[src/rtl/seq_pkg.sv]
`default_nettype none
// ============================================================================
//  Module      : seq_pkg
//  Description : Shared types and constants for the serial loader front end
//                and the downstream enabled register stage.
//  Revision    : 1.0 - initial release
// ============================================================================
package seq_pkg;

    // Default word width shared by the loader and the register it feeds.
    localparam int c_default_width = 4;

    // Loader control states; the encoding is fixed so that any unused code
    // can be steered back to IDLE by the next-state logic.
    typedef enum logic [1:0] {
        IDLE  = 2'd0,
        SHIFT = 2'd1,
        LOAD  = 2'd2
    } loader_state_t;

    // Width needed to hold a bit count of 0..n.
    function automatic int count_width(input int n);
        return (n < 1) ? 1 : $clog2(n + 1);
    endfunction

endpackage : seq_pkg
`default_nettype wire

[src/rtl/serial_loader_if.sv]
`default_nettype none
// ============================================================================
//  Module      : serial_loader_if
//  Description : Serial input / parallel output bundle between a bit source,
//                the serial loader and the downstream register.
//  Revision    : 1.0 - initial release
// ============================================================================
interface serial_loader_if
    import seq_pkg::*;
#(
    parameter int N = c_default_width
);

    localparam int CW = count_width(N);

    // Serial side: one qualified bit per clock plus a synchronous abort.
    logic          sin;
    logic          sin_valid;
    logic          clear;

    // Parallel side: completed word, its strobe and progress status.
    logic [N-1:0]  par_out;
    logic          load_en;
    logic          busy;
    logic [CW-1:0] count;

    // Bit source / observer view.
    modport master (
        output sin,
        output sin_valid,
        output clear,
        input  par_out,
        input  load_en,
        input  busy,
        input  count
    );

    // Loader view.
    modport slave (
        input  sin,
        input  sin_valid,
        input  clear,
        output par_out,
        output load_en,
        output busy,
        output count
    );

endinterface : serial_loader_if
`default_nettype wire

[src/rtl/sipo_shift.sv]
`default_nettype none
// ============================================================================
//  Module      : sipo_shift
//  Description : N-bit serial-in / parallel-out shift register with
//                synchronous clear and shift enable. Bit order is selected
//                by MSB_FIRST; a one-bit instance simply samples sin.
//  Revision    : 1.0 - initial release
// ============================================================================
module sipo_shift
    import seq_pkg::*;
#(
    parameter int N         = c_default_width,
    parameter bit MSB_FIRST = 1'b1
) (
    input  wire logic         clk,
    input  wire logic         rst,       // asynchronous, active-low
    input  wire logic         clr,
    input  wire logic         shift_en,
    input  wire logic         sin,
    output logic [N-1:0]      q
);

    logic [N-1:0] r_q;
    logic [N-1:0] w_next;

    // Next contents of the register after one shift.
    generate
        if (N == 1) begin : g_single
            assign w_next = sin;
        end else if (MSB_FIRST) begin : g_msb_first
            // Oldest bit migrates towards q[N-1].
            assign w_next = {r_q[N-2:0], sin};
        end else begin : g_lsb_first
            // Oldest bit migrates towards q[0].
            assign w_next = {sin, r_q[N-1:1]};
        end
    endgenerate

    // Shift register: clear wins over shift, otherwise hold.
    always_ff @(posedge clk or negedge rst) begin
        if (!rst) begin
            r_q <= '0;
        end else if (clr) begin
            r_q <= '0;
        end else if (shift_en) begin
            r_q <= w_next;
        end
    end

    assign q = r_q;

endmodule : sipo_shift
`default_nettype wire

[src/rtl/serial_loader.sv]
`default_nettype none
// ============================================================================
//  Module      : serial_loader
//  Description : Serial-in / parallel-out front end for an N-bit enabled
//                register. Assembles N qualified serial bits into a word,
//                presents it on par_out and strobes load_en for one cycle.
//                A bit arriving during the LOAD cycle starts the next word,
//                so back-to-back words lose nothing.
//  Revision    : 1.0 - initial release
// ============================================================================
module serial_loader
    import seq_pkg::*;
#(
    parameter int N         = c_default_width,
    parameter bit MSB_FIRST = 1'b1
) (
    input  wire logic        clk,
    input  wire logic        rst,        // asynchronous, active-low
    serial_loader_if.slave   bus
);

    localparam int            CW     = count_width(N);
    localparam logic [CW-1:0] c_LAST = CW'(N - 1);

    loader_state_t r_state;
    loader_state_t w_state_nxt;
    logic [CW-1:0] r_count;
    logic [CW-1:0] w_count_nxt;
    logic [N-1:0]  r_par_out;
    logic [N-1:0]  w_shreg;
    logic [N-1:0]  w_shifted;
    logic          w_shift_en;
    logic          w_shreg_clr;
    logic          w_capture;

    // Bit storage for the word under assembly.
    sipo_shift #(
        .N         (N),
        .MSB_FIRST (MSB_FIRST)
    ) u_sipo_shift (
        .clk      (clk),
        .rst      (rst),
        .clr      (w_shreg_clr),
        .shift_en (w_shift_en),
        .sin      (bus.sin),
        .q        (w_shreg)
    );

    // The completing bit has not reached the shift register yet when the
    // word is captured, so the capture value is the shift result itself.
    generate
        if (N == 1) begin : g_cap_single
            assign w_shifted = bus.sin;
        end else if (MSB_FIRST) begin : g_cap_msb_first
            assign w_shifted = {w_shreg[N-2:0], bus.sin};
        end else begin : g_cap_lsb_first
            assign w_shifted = {bus.sin, w_shreg[N-1:1]};
        end
    endgenerate

    // State and bit-count registers.
    always_ff @(posedge clk or negedge rst) begin
        if (!rst) begin
            r_state <= IDLE;
            r_count <= '0;
        end else begin
            r_state <= w_state_nxt;
            r_count <= w_count_nxt;
        end
    end

    // Next state, next count and shift/capture controls. The count is zero
    // in IDLE and LOAD, so "count == N-1" alone identifies the last bit of a
    // word, including the one-bit case where every accepted bit completes.
    always_comb begin
        w_state_nxt = r_state;
        w_count_nxt = r_count;
        w_shift_en  = 1'b0;
        w_shreg_clr = 1'b0;
        w_capture   = 1'b0;

        if (bus.clear) begin
            // Abort: drop the partial word and this cycle's bit; par_out kept.
            w_state_nxt = IDLE;
            w_count_nxt = '0;
            w_shreg_clr = 1'b1;
        end else if (bus.sin_valid) begin
            w_shift_en = 1'b1;
            if (r_count == c_LAST) begin
                w_state_nxt = LOAD;
                w_count_nxt = '0;
                w_capture   = 1'b1;
            end else begin
                w_state_nxt = SHIFT;
                w_count_nxt = r_count + CW'(1);
            end
        end else if (r_state != SHIFT) begin
            // SHIFT waits indefinitely for the next bit; LOAD (and any
            // unused encoding) falls back to IDLE.
            w_state_nxt = IDLE;
        end
    end

    // Completed-word register; only updated on the edge entering LOAD.
    always_ff @(posedge clk or negedge rst) begin
        if (!rst) begin
            r_par_out <= '0;
        end else if (w_capture) begin
            r_par_out <= w_shifted;
        end
    end

    assign bus.par_out = r_par_out;
    assign bus.load_en = (r_state == LOAD);
    assign bus.busy    = (r_state == SHIFT);
    assign bus.count   = r_count;

endmodule : serial_loader
`default_nettype wire

[src/flat_wrapper.sv]
// flat-port wrapper written by rule: the top's interface ports become plain ports
module serial_loader_flat import seq_pkg::*;
#(
    parameter int N         = c_default_width,
    parameter bit MSB_FIRST = 1'b1
)
  (clk, rst, bus_sin, bus_sin_valid, bus_clear, bus_par_out, bus_load_en, bus_busy, bus_count);
  serial_loader_if #(.N(N)) bus_i ();
  input  wire logic clk;
  input  wire logic rst;
  input wire logic [$bits(bus_i.sin)-1:0] bus_sin;
  input wire logic [$bits(bus_i.sin_valid)-1:0] bus_sin_valid;
  input wire logic [$bits(bus_i.clear)-1:0] bus_clear;
  output wire logic [$bits(bus_i.par_out)-1:0] bus_par_out;
  output wire logic [$bits(bus_i.load_en)-1:0] bus_load_en;
  output wire logic [$bits(bus_i.busy)-1:0] bus_busy;
  output wire logic [$bits(bus_i.count)-1:0] bus_count;
  assign bus_i.sin = bus_sin;
  assign bus_i.sin_valid = bus_sin_valid;
  assign bus_i.clear = bus_clear;
  assign bus_par_out = bus_i.par_out;
  assign bus_load_en = bus_i.load_en;
  assign bus_busy = bus_i.busy;
  assign bus_count = bus_i.count;
  serial_loader #(.N(N), .MSB_FIRST(MSB_FIRST)) u_core (.clk(clk), .rst(rst), .bus(bus_i));
endmodule
[config.mk]
export PLATFORM = sky130hd
export DESIGN_NAME = serial_loader_flat
export DESIGN_NICKNAME = d
export VERILOG_FILES = /design/src/rtl/seq_pkg.sv /design/src/rtl/serial_loader_if.sv /design/src/rtl/sipo_shift.sv /design/src/rtl/serial_loader.sv /design/src/flat_wrapper.sv
export SDC_FILE = /design/constraint.sdc
export NUM_CORES = 1
export LEC_CHECK = 0
export ABC_AREA = 1
export BUFFER_PORTS_ARGS = -buffer_cell sky130_fd_sc_hd__buf_2
export CORE_AREA = 2 2 39 41
export CTS_CLUSTER_SIZE = 12
export DETAILED_ROUTE_END_ITERATION = 7
export DIE_AREA = 0 0 41 43
export GPL_TIMING_DRIVEN = 0
export HOLD_SLACK_MARGIN = 0.02
export PLACE_DENSITY = 0.65
export SLEW_MARGIN = 20
export SYNTH_ARGS = -nofsm -noshare
export SYNTH_HDL_FRONTEND = slang
export SYNTH_SLANG_ARGS = --single-unit
[constraint.sdc]
create_clock -name clk -period 3 [get_ports clk]
set_input_delay 0.15 -clock clk [delete_from_list [all_inputs] [get_ports clk]]
set_output_delay 0.15 -clock clk [all_outputs]
set_load 0.01 [all_outputs]
==> impl_metrics.py, run 1 <==
metrics = {
    "critical_path": {
        "rr_endpoint": "u_core.bus.par_out[3]$_DFFE_PN0P_",
        "crit_path_max_incr_delay_ns": 0.39,
        "reg2regPathDepth": 6,
        "cp_data_required_time_ns": 3.17,
        "crit_arrival_ns": 1.31,
        "rrSetupSlack_ns": 1.86,
        "r2r-start": "u_core.bus.count[0]$_DFFE_PN0P_",
        "crit_chain": "ha_1, inv_1, nor2_8, nand2_4, nand2_1, nand2_1",
        "start_kind": "flip-flop",
        "path_delay_family": "flip-flops",
        "slowest_stage": "dfrtp_1",
        "crit_fanout": 6,
        "crit_type": "flip-flop to flip-flop",
        "cp-end-kind": "flip-flop",
        "crit_buf_inv": 1,
        "crit_top_cell": "nand2_1",
    },
    "power": {
        "p_leak_nw": 0.395,
        "vdd_drop_max_v": 0.000208,
        "p_per_area_nw_per_um2": 472,
    },
    "floorplanning": {
        "rows": 14,
        "chipHeight_um": 43,
        "num_io_pins": 14,
        "die_x_um": 41,
        "initial_core_util_pct": 39.1,
        "die_area_um2": 1760,
        "coreArea_um2": 1380,
    },
    "grt": {
        "grt_pass1_vias": 378,
        "grt_util_all_layers_pct": 13.6,
        "antenna_found_initial": 0,
        "grt_pass1_wl_mm": 1.54,
        "grt-ovfl-total": 0,
        "grt_max_degree": 13,
    },
    "final_layout": {
        "diodes": 0,
        "drive_gt1_share_pct": 27.6,
        "fillCellCount": 141,
        "nets": 84,
        "ff_latch_area_um2": 300,
        "final_core_util_pct": 47.6,
        "area_growth_pct": 21.8,
        "multi_input_area_um2": 210,
    },
    "sta": {
        "fin_crit_ns": 1.14,
        "finalSetupViolations": 0,
        "fin_skew_ns": 0.000440,
        "slew_viol_final": 0,
        "fmax_mhz": 877,
        "min_period_over_period_pct": 38.0,
        "rsz0062_at_grt": "no",
        "slew_headroom_pct": 82.2,
        "worst_pin_slew_ns": 0.267,
        "layout_setup_ws_ns": 1.86,
        "hold_viol": 0,
        "setup_tns_ns": 0,
    },
    "worst_hold_path": {
        "hold_depth": 3,
        "hold_path_class": "primary input to flip-flop",
        "min_from": "bus_sin",
        "whs_endpoint": "u_core.u_sipo_shift.q[0]$_DFFE_PN0P_",
    },
    "routing": {
        "wl_per_cell_um": 10.7,
        "via_per_inst": 4.57,
        "drtAntennaViolNets": 0,
        "first_pass_iters": 3,
        "drtIter0Drc": 3,
        "drc": 0,
        "wl_um": 983,
        "vias": 420,
    },
    "clocking": {
        "root_buffer": "clkbuf_4",
        "htree_levels": 1,
        "cts_buffers": 3,
        "cts_tree": "done",
        "clk_latency_ns": 0.27,
        "cts.sinks": 12,
        "ctsResizeCount": 0,
        "clk_pin_slew_ns": 0.07,
        "cts_hold_buf": 1,
        "cts_buffer_depth": 2,
        "cts_setup_buffers": 0,
    },
    "synth": {
        "synth_area_leaders": "dfrtp_1 56%, nand2_1 17%, nor2_8 7.4%",
        "synthesis.nets": 65,
        "synth_top_area_cell": "dfrtp_1",
        "synth-simple-area-share_pct": 33.8,
        "synth_compound_area_share_pct": 2.78,
        "synth-seq-area-share_pct": 55.6,
        "synth_adder_area_share_pct": 2.31,
        "synth_xor_area_share_pct": 0,
        "ys_types": 14,
        "yosysTopAreaCellShare_pct": 55.6,
        "synth_area_um2": 541,
        "syn_area_per_cell_um2": 9.16,
        "synth_warnings": 0,
        "ys_ff_latch": 12,
        "synth_top_family_by_area": "simple AND/OR/NAND/NOR gates",
        "synth.area.mux_share_pct": 0,
        "syn_inst": 59,
    },
    "run_status": {
        "status": "complete, no violations",
    },
    "flow_run": {
        "maxCapViolCount": 0,
    },
    "placed_design": {
        "dp_hpwl_um": 732,
        "gp_congestion": 0.704,
        "dpl_worst_slack_ns": 1.87,
        "port_buffers": 13,
    },
}
-- metrics by stage --
step	cell area [µm²]	total power [W]	instances	hold WS (ns)
6_report	658	0.000311	92	0.0850
5_1_grt	658	0.000330	92	0.0911
4_1_cts	658	0.000314	92	0.0849
3_5_place_dp	626	0.000217	88	0.0412
3_3_place_gp	626	0.000214	88	0.0382
2_1_floorplan	541	0.000198	59	-0.146
-- tightest hold or removal path, stage by stage --
cell,delay (ns)
buf_2,0.09
nand2_1,0.04
nand2_1,0.05
-- cell families (layout without fill, tap and decap cells) --
group	count (synthesis)	count (layout)
and+or+nand+nor	35	35
DFF	12	12
buffers and inverters	8	25
AOI/OAI and AO/OA	3	3
adders and majority gates	1	1
-- per-layer routing --
layer	vias up	global-route usage, %	routed length [µm]
li1	214	-	-
met3	5	3.14	24
met5	-	0	0
met2	8	20.3	501
met1	193	15.0	412
met4	0	12.0	45
-- report_power, final --
group | switching [W] | internal [W] | leakage (nW)
sequential | 0.00000518 | 0.000170 | 0.163
combinational | 0.0000234 | 0.0000146 | 0.218
clock | 0.0000511 | 0.0000465 | 0.0138
-- cells in the final DEF, fill, tap and decap left out, types with 2 or more instances in the layout --
cell type | Yosys | layout
clkbuf_4 | 0 | 3
nor2_1 | 2 | 2
nor2_8 | 2 | 2
inv_1 | 7 | 7
nand3_1 | 4 | 4
dfrtp_1 | 12 | 12
nand2_1 | 24 | 24
buf_2 | 0 | 13
-- synth_stat cells (all sizes together) --
cell type,instances
a21oi,1
dfrtp,12
o21ai,2
ha,1
nand3,4
nand2,25
nand3b,1
nor2,5
inv,8
-- how the worst max path moves through the flow --
stage                                        end  depth (start not counted)                             from
3_5_place_dp   u_core.bus.par_out[0]$_DFFE_PN0P_                          6  u_core.bus.count[0]$_DFFE_PN0P_
2_1_floorplan  u_core.bus.par_out[0]$_DFFE_PN0P_                          6  u_core.bus.count[0]$_DFFE_PN0P_
6_report       u_core.bus.par_out[3]$_DFFE_PN0P_                          6  u_core.bus.count[0]$_DFFE_PN0P_
3_3_place_gp   u_core.bus.par_out[0]$_DFFE_PN0P_                          6  u_core.bus.count[0]$_DFFE_PN0P_
4_1_cts        u_core.bus.par_out[0]$_DFFE_PN0P_                          6  u_core.bus.count[0]$_DFFE_PN0P_
5_1_grt        u_core.bus.par_out[0]$_DFFE_PN0P_                          6  u_core.bus.count[0]$_DFFE_PN0P_
-- state kept, by name (all words and copies together), names as in the netlist --
name / cells
u_core.u_sipo_shift.q: 3
u_core.bus.count: 3
u_core.r_state: 2
u_core.bus.par_out: 4
-- final cells by class --
type                    instances  share of cell area, %
multi-input cells              39                   31.9
repair buffers                 14                   11.4
inverters                       8                   4.56
flip-flops and latches         12                   45.6
well taps                      16                   3.04
clock buffers                   3                   3.42
Power figures use the tool's default switching activity.
==> inputs of run 2 (changes only) <==
--- a/config.mk
+++ b/config.mk
@@ -13,7 +13,7 @@
 export DIE_AREA = 0 0 41 43
 export GPL_TIMING_DRIVEN = 0
 export HOLD_SLACK_MARGIN = 0.02
-export PLACE_DENSITY = 0.65
+export PLACE_DENSITY = 0.67
 export SLEW_MARGIN = 20
 export SYNTH_ARGS = -nofsm -noshare
 export SYNTH_HDL_FRONTEND = slang
==> constraint.sdc (replaced) <==
create_clock -name clk -period 1 [get_ports clk]
set_input_delay 0.05 -clock clk [delete_from_list [all_inputs] [get_ports clk]]
set_output_delay 0.05 -clock clk [all_outputs]
set_load 0.01 [all_outputs]
==> impl_metrics.py, run 2 (same netlist as run 1, synthesis figures left out) <==
metrics = {
    "floorplanning": {
        "rows": 14,
        "num_io_pins": 14,
        "chipHeight_um": 43,
        "die_area_um2": 1760,
        "coreArea_um2": 1380,
        "initial_core_util_pct": 39.1,
        "die_x_um": 41,
    },
    "sta": {
        "fmax_mhz": 923,
        "holdWs_ns": 0.156,
        "fin_crit_ns": 1.08,
        "finalSetupViolations": 6,
        "worst_pin_slew_ns": 0.271,
        "min_period_over_period_pct": 108,
        "fin_skew_ns": 0.00100,
        "rsz0062_at_grt": "yes",
        "slew_headroom_pct": 81.9,
        "hold_viol": 0,
        "layout_setup_ws_ns": -0.0834,
        "setup_tns_ns": -0.358,
        "slew_viol_final": 0,
    },
    "routing": {
        "vias": 453,
        "drc": 0,
        "via_per_inst": 4.53,
        "drtAntennaViolNets": 0,
        "wl_per_cell_um": 10.2,
        "wl_mm": 1.02,
        "drtIter0Drc": 5,
        "first_pass_iters": 6,
    },
    "worst_hold_path": {
        "hold_path_class": "primary input to flip-flop",
    },
    "clocking": {
        "cts.sinks": 12,
        "cts_tree": "done",
        "cts_buffers": 3,
        "clk_pin_slew_ns": 0.07,
        "htree_levels": 1,
        "cts_buffer_depth": 2,
        "clk_latency_ns": 0.26,
        "root_buffer": "clkbuf_4",
    },
    "run_status": {
        "status": "finished with violations",
        "violations": "negative setup slack",
    },
    "critical_path": {
        "start_kind": "flip-flop",
        "cp_data_required_time_ns": 1.21,
        "crit_chain": "ha_2, inv_4, nor2_8, nand2_4, buf_4, inv_1",
        "cp-end-kind": "flip-flop",
        "crit_fanout": 6,
        "slowest_stage": "dfrtp_1",
        "crit_type": "flip-flop to flip-flop",
        "crit_arrival_ns": 1.29,
        "crit_path_max_incr_delay_ns": 0.37,
    },
    "power": {
        "clkPwrFrac_pct": 30.1,
        "p_total_w": 0.000963,
        "vdd_drop_max_v": 0.000697,
        "power_frac_comb_pct": 15.5,
        "seqPwrFrac_pct": 54.4,
        "intPower_w": 0.000717,
        "p_leak_nw": 0.432,
        "switching_share_pct": 25.6,
        "switchingPower_w": 0.000246,
        "p_per_area_nw_per_um2": 1290,
    },
    "final_layout": {
        "area_growth_pct": 38.4,
        "drive_gt1_share_pct": 42.9,
        "nets": 92,
        "largest_reg_flops": 4,
        "layout_common_cells": "21 x nand2_1, 13 x buf_2, 11 x dfrtp_1, 6 x buf_4, 5 x inv_1",
        "diodes": 0,
        "finalNonFillerCells": 100,
        "final_common_cell": "nand2_1",
    },
    "placed_design": {
        "port_buffers": 13,
        "dp_hpwl_um": 713,
        "gp_congestion": 0.690,
        "placed_cells": 88,
        "dpl_worst_slack_ns": -0.0989,
    },
    "grt": {
        "grt_util_all_layers_pct": 13.3,
        "grt-ovfl-total": 0,
        "grt_pass1_wl_mm": 1.67,
        "antenna_found_initial": 0,
        "grt_pass1_vias": 423,
        "grt_max_degree": 13,
    },
    "flow_run": {
        "maxCapViolCount": 0,
    },
}
run 2: area by class of cell:
class                           instances  area (µm²)
Timing Repair Buffer                   22         140
Clock buffer                            3        22.5
Fill cell                             136         636
Tap cell                               16        20.0
Inverter                                8        32.5
Sequential cell                        12         302
Multi-Input combinational cell         39         231
run 2: per-layer routing:
layer | share of wire [%] | GRT usage (%) | up-vias
li1 | - | - | 230
met1 | 42 | 18.5 | 211
met2 | 54 | 20.9 | 12
met3 | 4.0 | 3.14 | 0
met4 | 0 | 2.00 | 0
met5 | 0 | 0 | -
run 2: critical path, delay by kind of cell (launching register included):
family / cells / cell delay (ns)
fa+ha+maj: 1 / 0.22
flops: 1 / 0.37
buf+inv: 3 / 0.23
simple gates: 2 / 0.22
run 2: metrics by stage:
step	utilization, %	instance area (µm²)
finish	54.1	748
floorplan	-	543
global route	54.1	748
detailed placement	45.4	628
CTS	50.8	703
global placement	45.4	628
run 2: final timing paths:
kind	startpoint	end	slack, ns	depth (start not counted)
worst min register to register	u_core.bus.par_out[2]$_DFFE_PN0P_	u_core.bus.par_out[2]$_DFFE_PN0P_	0.46	2
max in group asynchronous	rst	u_core.bus.count[2]$_DFFE_PN0P_	0.59	2
worst max register to register	u_core.bus.count[1]$_DFFE_PN0P_	u_core.r_state[1]$_DFFE_PN0P_	-0.08	6
min in group asynchronous	rst	u_core.r_state[0]$_DFFE_PN0P_	0.18	2
worst min-delay path	bus_clear	u_core.bus.count[2]$_DFFE_PN0P_	0.16	4
worst max-delay path	u_core.bus.count[1]$_DFFE_PN0P_	u_core.r_state[1]$_DFFE_PN0P_	-0.08	6
run 2: power groups by stage:
stage	registers (W)	clock network, W	logic [W]
6_report	0.000524	0.000290	0.000149
5_1_grt	0.000529	0.000315	0.000168
4_1_cts	0.000522	0.000291	0.000138
3_5_place_dp	0.000534	0	0.000116
3_3_place_gp	0.000533	0	0.000112
2_1_floorplan	0.000542	0	0.0000526
run 2: repair_timing:
item	in CTS	in global routing
hold buffers	3	0
pin swaps	3	1
endpoints found under the hold margin	14	0
resized for setup	0	9
setup endpoints to repair	6	12
buffers inserted	3	3
==> inputs of run 3 (changes only) <==
==> constraint.sdc (replaced) <==
create_clock -name clk -period 1 [get_ports clk]
set_input_delay 0.3 -clock clk [delete_from_list [all_inputs] [get_ports clk]]
set_output_delay 0.3 -clock clk [all_outputs]
set_load 0.01 [all_outputs]
==> impl_metrics.py, run 3 (same netlist as run 1, synthesis figures left out) <==
metrics = {
    "critical_path": {
        "cp-end-kind": "primary output",
        "crit_type": "flip-flop to primary output",
        "crit_arrival_ns": 0.90,
        "crit_fanout": 2,
        "start_kind": "flip-flop",
        "cp_data_required_time_ns": 0.70,
    },
    "sta": {
        "layout_setup_ws_ns": -0.201,
        "hold_viol": 0,
        "fin_crit_ns": 1.20,
        "fin_skew_ns": 0.00258,
        "setup_tns_ns": -1.58,
        "fmax_mhz": 833,
        "worst_pin_slew_ns": 0.267,
        "finalSetupViolations": 14,
        "min_period_over_period_pct": 120,
        "slew_headroom_pct": 82.2,
        "holdWs_ns": 0.260,
        "rsz0062_at_grt": "yes",
        "slew_viol_final": 0,
    },
    "final_layout": {
        "multi_input_area_um2": 234,
        "final_common_cell": "nand2_1",
        "fillCellCount": 131,
        "final_core_util_pct": 54.3,
        "layout_common_cells": "18 x nand2_1, 11 x buf_2, 11 x dfrtp_1, 6 x nand2_2, 6 x buf_4",
        "drive_gt1_share_pct": 48.2,
        "area_growth_pct": 39.1,
        "diodes": 0,
        "nets": 91,
        "finalNonFillerCells": 99,
        "ff_latch_area_um2": 302,
        "final_cell_area_um2": 752,
        "largest_reg_flops": 4,
    },
    "power": {
        "vdd_drop_max_v": 0.000784,
        "p_leak_nw": 0.429,
        "p_per_area_nw_per_um2": 1270,
    },
    "grt": {
        "grt_pass1_wl_mm": 1.73,
        "grt-ovfl-total": 0,
        "grt_max_degree": 13,
        "grt_util_all_layers_pct": 13.7,
        "grt_pass1_vias": 447,
        "antenna_found_initial": 0,
    },
    "placed_design": {
        "port_buffers": 13,
        "dp_hpwl_um": 713,
        "place_area_um2": 628,
        "gp_congestion": 0.690,
        "placed_cells": 88,
    },
    "run_status": {
        "status": "finished with violations",
        "violations": "negative setup slack",
    },
    "floorplanning": {
        "coreArea_um2": 1380,
        "die_area_um2": 1760,
        "die_x_um": 41,
        "num_io_pins": 14,
        "rows": 14,
        "initial_core_util_pct": 39.1,
        "chipHeight_um": 43,
    },
    "flow_run": {
        "maxCapViolCount": 0,
    },
    "clocking": {
        "cts_buffer_depth": 2,
        "root_buffer": "clkbuf_4",
        "cts_tree": "done",
        "clk_latency_ns": 0.26,
        "cts_buffers": 3,
        "htree_levels": 1,
        "clk_pin_slew_ns": 0.07,
        "cts.sinks": 12,
    },
    "routing": {
        "wl_mm": 1.05,
        "via_per_inst": 4.74,
        "drc": 0,
        "first_pass_iters": 4,
        "drtIter0Drc": 6,
        "wl_per_cell_um": 10.6,
        "vias": 469,
        "drtAntennaViolNets": 0,
    },
    "worst_hold_path": {
        "hold_path_class": "primary input to flip-flop",
    },
}
-- run 3: area by class of cell --
class	count	share of cell area [%]
clock buffers	3	3.00
inverters	8	3.99
multi-input cells	39	31.1
flip-flops and latches	12	40.1
well taps	16	2.66
repair buffers	21	19.1
-- run 3: report_power, final --
group / internal [W] / switching, W / total [W]
Sequential: 0.000510 / 0.0000172 / 0.000527
Clock: 0.000139 / 0.000143 / 0.000281
Combinational: 0.0000682 / 0.0000809 / 0.000149
-- run 3: per-stage QoR --
| step | total power [W] | worst slack [ns] |
|---|---|---|
| global route | 0.00101 | -0.284 |
| finish | 0.000958 | -0.201 |
| detailed placement | 0.000651 | -0.0989 |
| global placement | 0.000645 | -0.0962 |
| floorplan | 0.000595 | -0.0790 |
| CTS | 0.000947 | -0.206 |
-- run 3: routing by layer --
metal	GRT usage [%]	share of wire, %	vias up
li1	-	-	228
met1	17.1	41	231
met2	23.4	56	10
met3	3.14	2.8	0
met4	2.00	0	0
met5	0	0	-
-- run 3: worst paths after layout --
kind	cells after the start	startpoint	slack (ns)	endpoint
worst min register to register	2	u_core.u_sipo_shift.q[2]$_DFFE_PN0P_	0.49	u_core.u_sipo_shift.q[2]$_DFFE_PN0P_
worst min-delay path	2	bus_sin_valid	0.26	u_core.bus.count[2]$_DFFE_PN0P_
worst max-delay path	2	u_core.r_state[1]$_DFFE_PN0P_	-0.20	bus_busy
min in group asynchronous	2	rst	0.43	u_core.r_state[1]$_DFFE_PN0P_
max in group asynchronous	2	rst	0.34	u_core.bus.count[2]$_DFFE_PN0P_
worst max register to register	6	u_core.bus.count[0]$_DFFE_PN0P_	-0.14	u_core.bus.par_out[0]$_DFFE_PN0P_
-- run 3: critical path, stage by stage, from the launching register on --
cell,delay (ns)
dfrtp_1,0.39
nor2_2,0.12
buf_2,0.13
-- run 3: what timing repair did --
action                                  4_1_cts  5_1_grt
endpoints found under the hold margin        12        0
pin swaps                                     3        5
setup buffers                                 5        3
gates resized for setup                       4        9
endpoints found under the setup margin       15       17
hold buffers                                  1        0
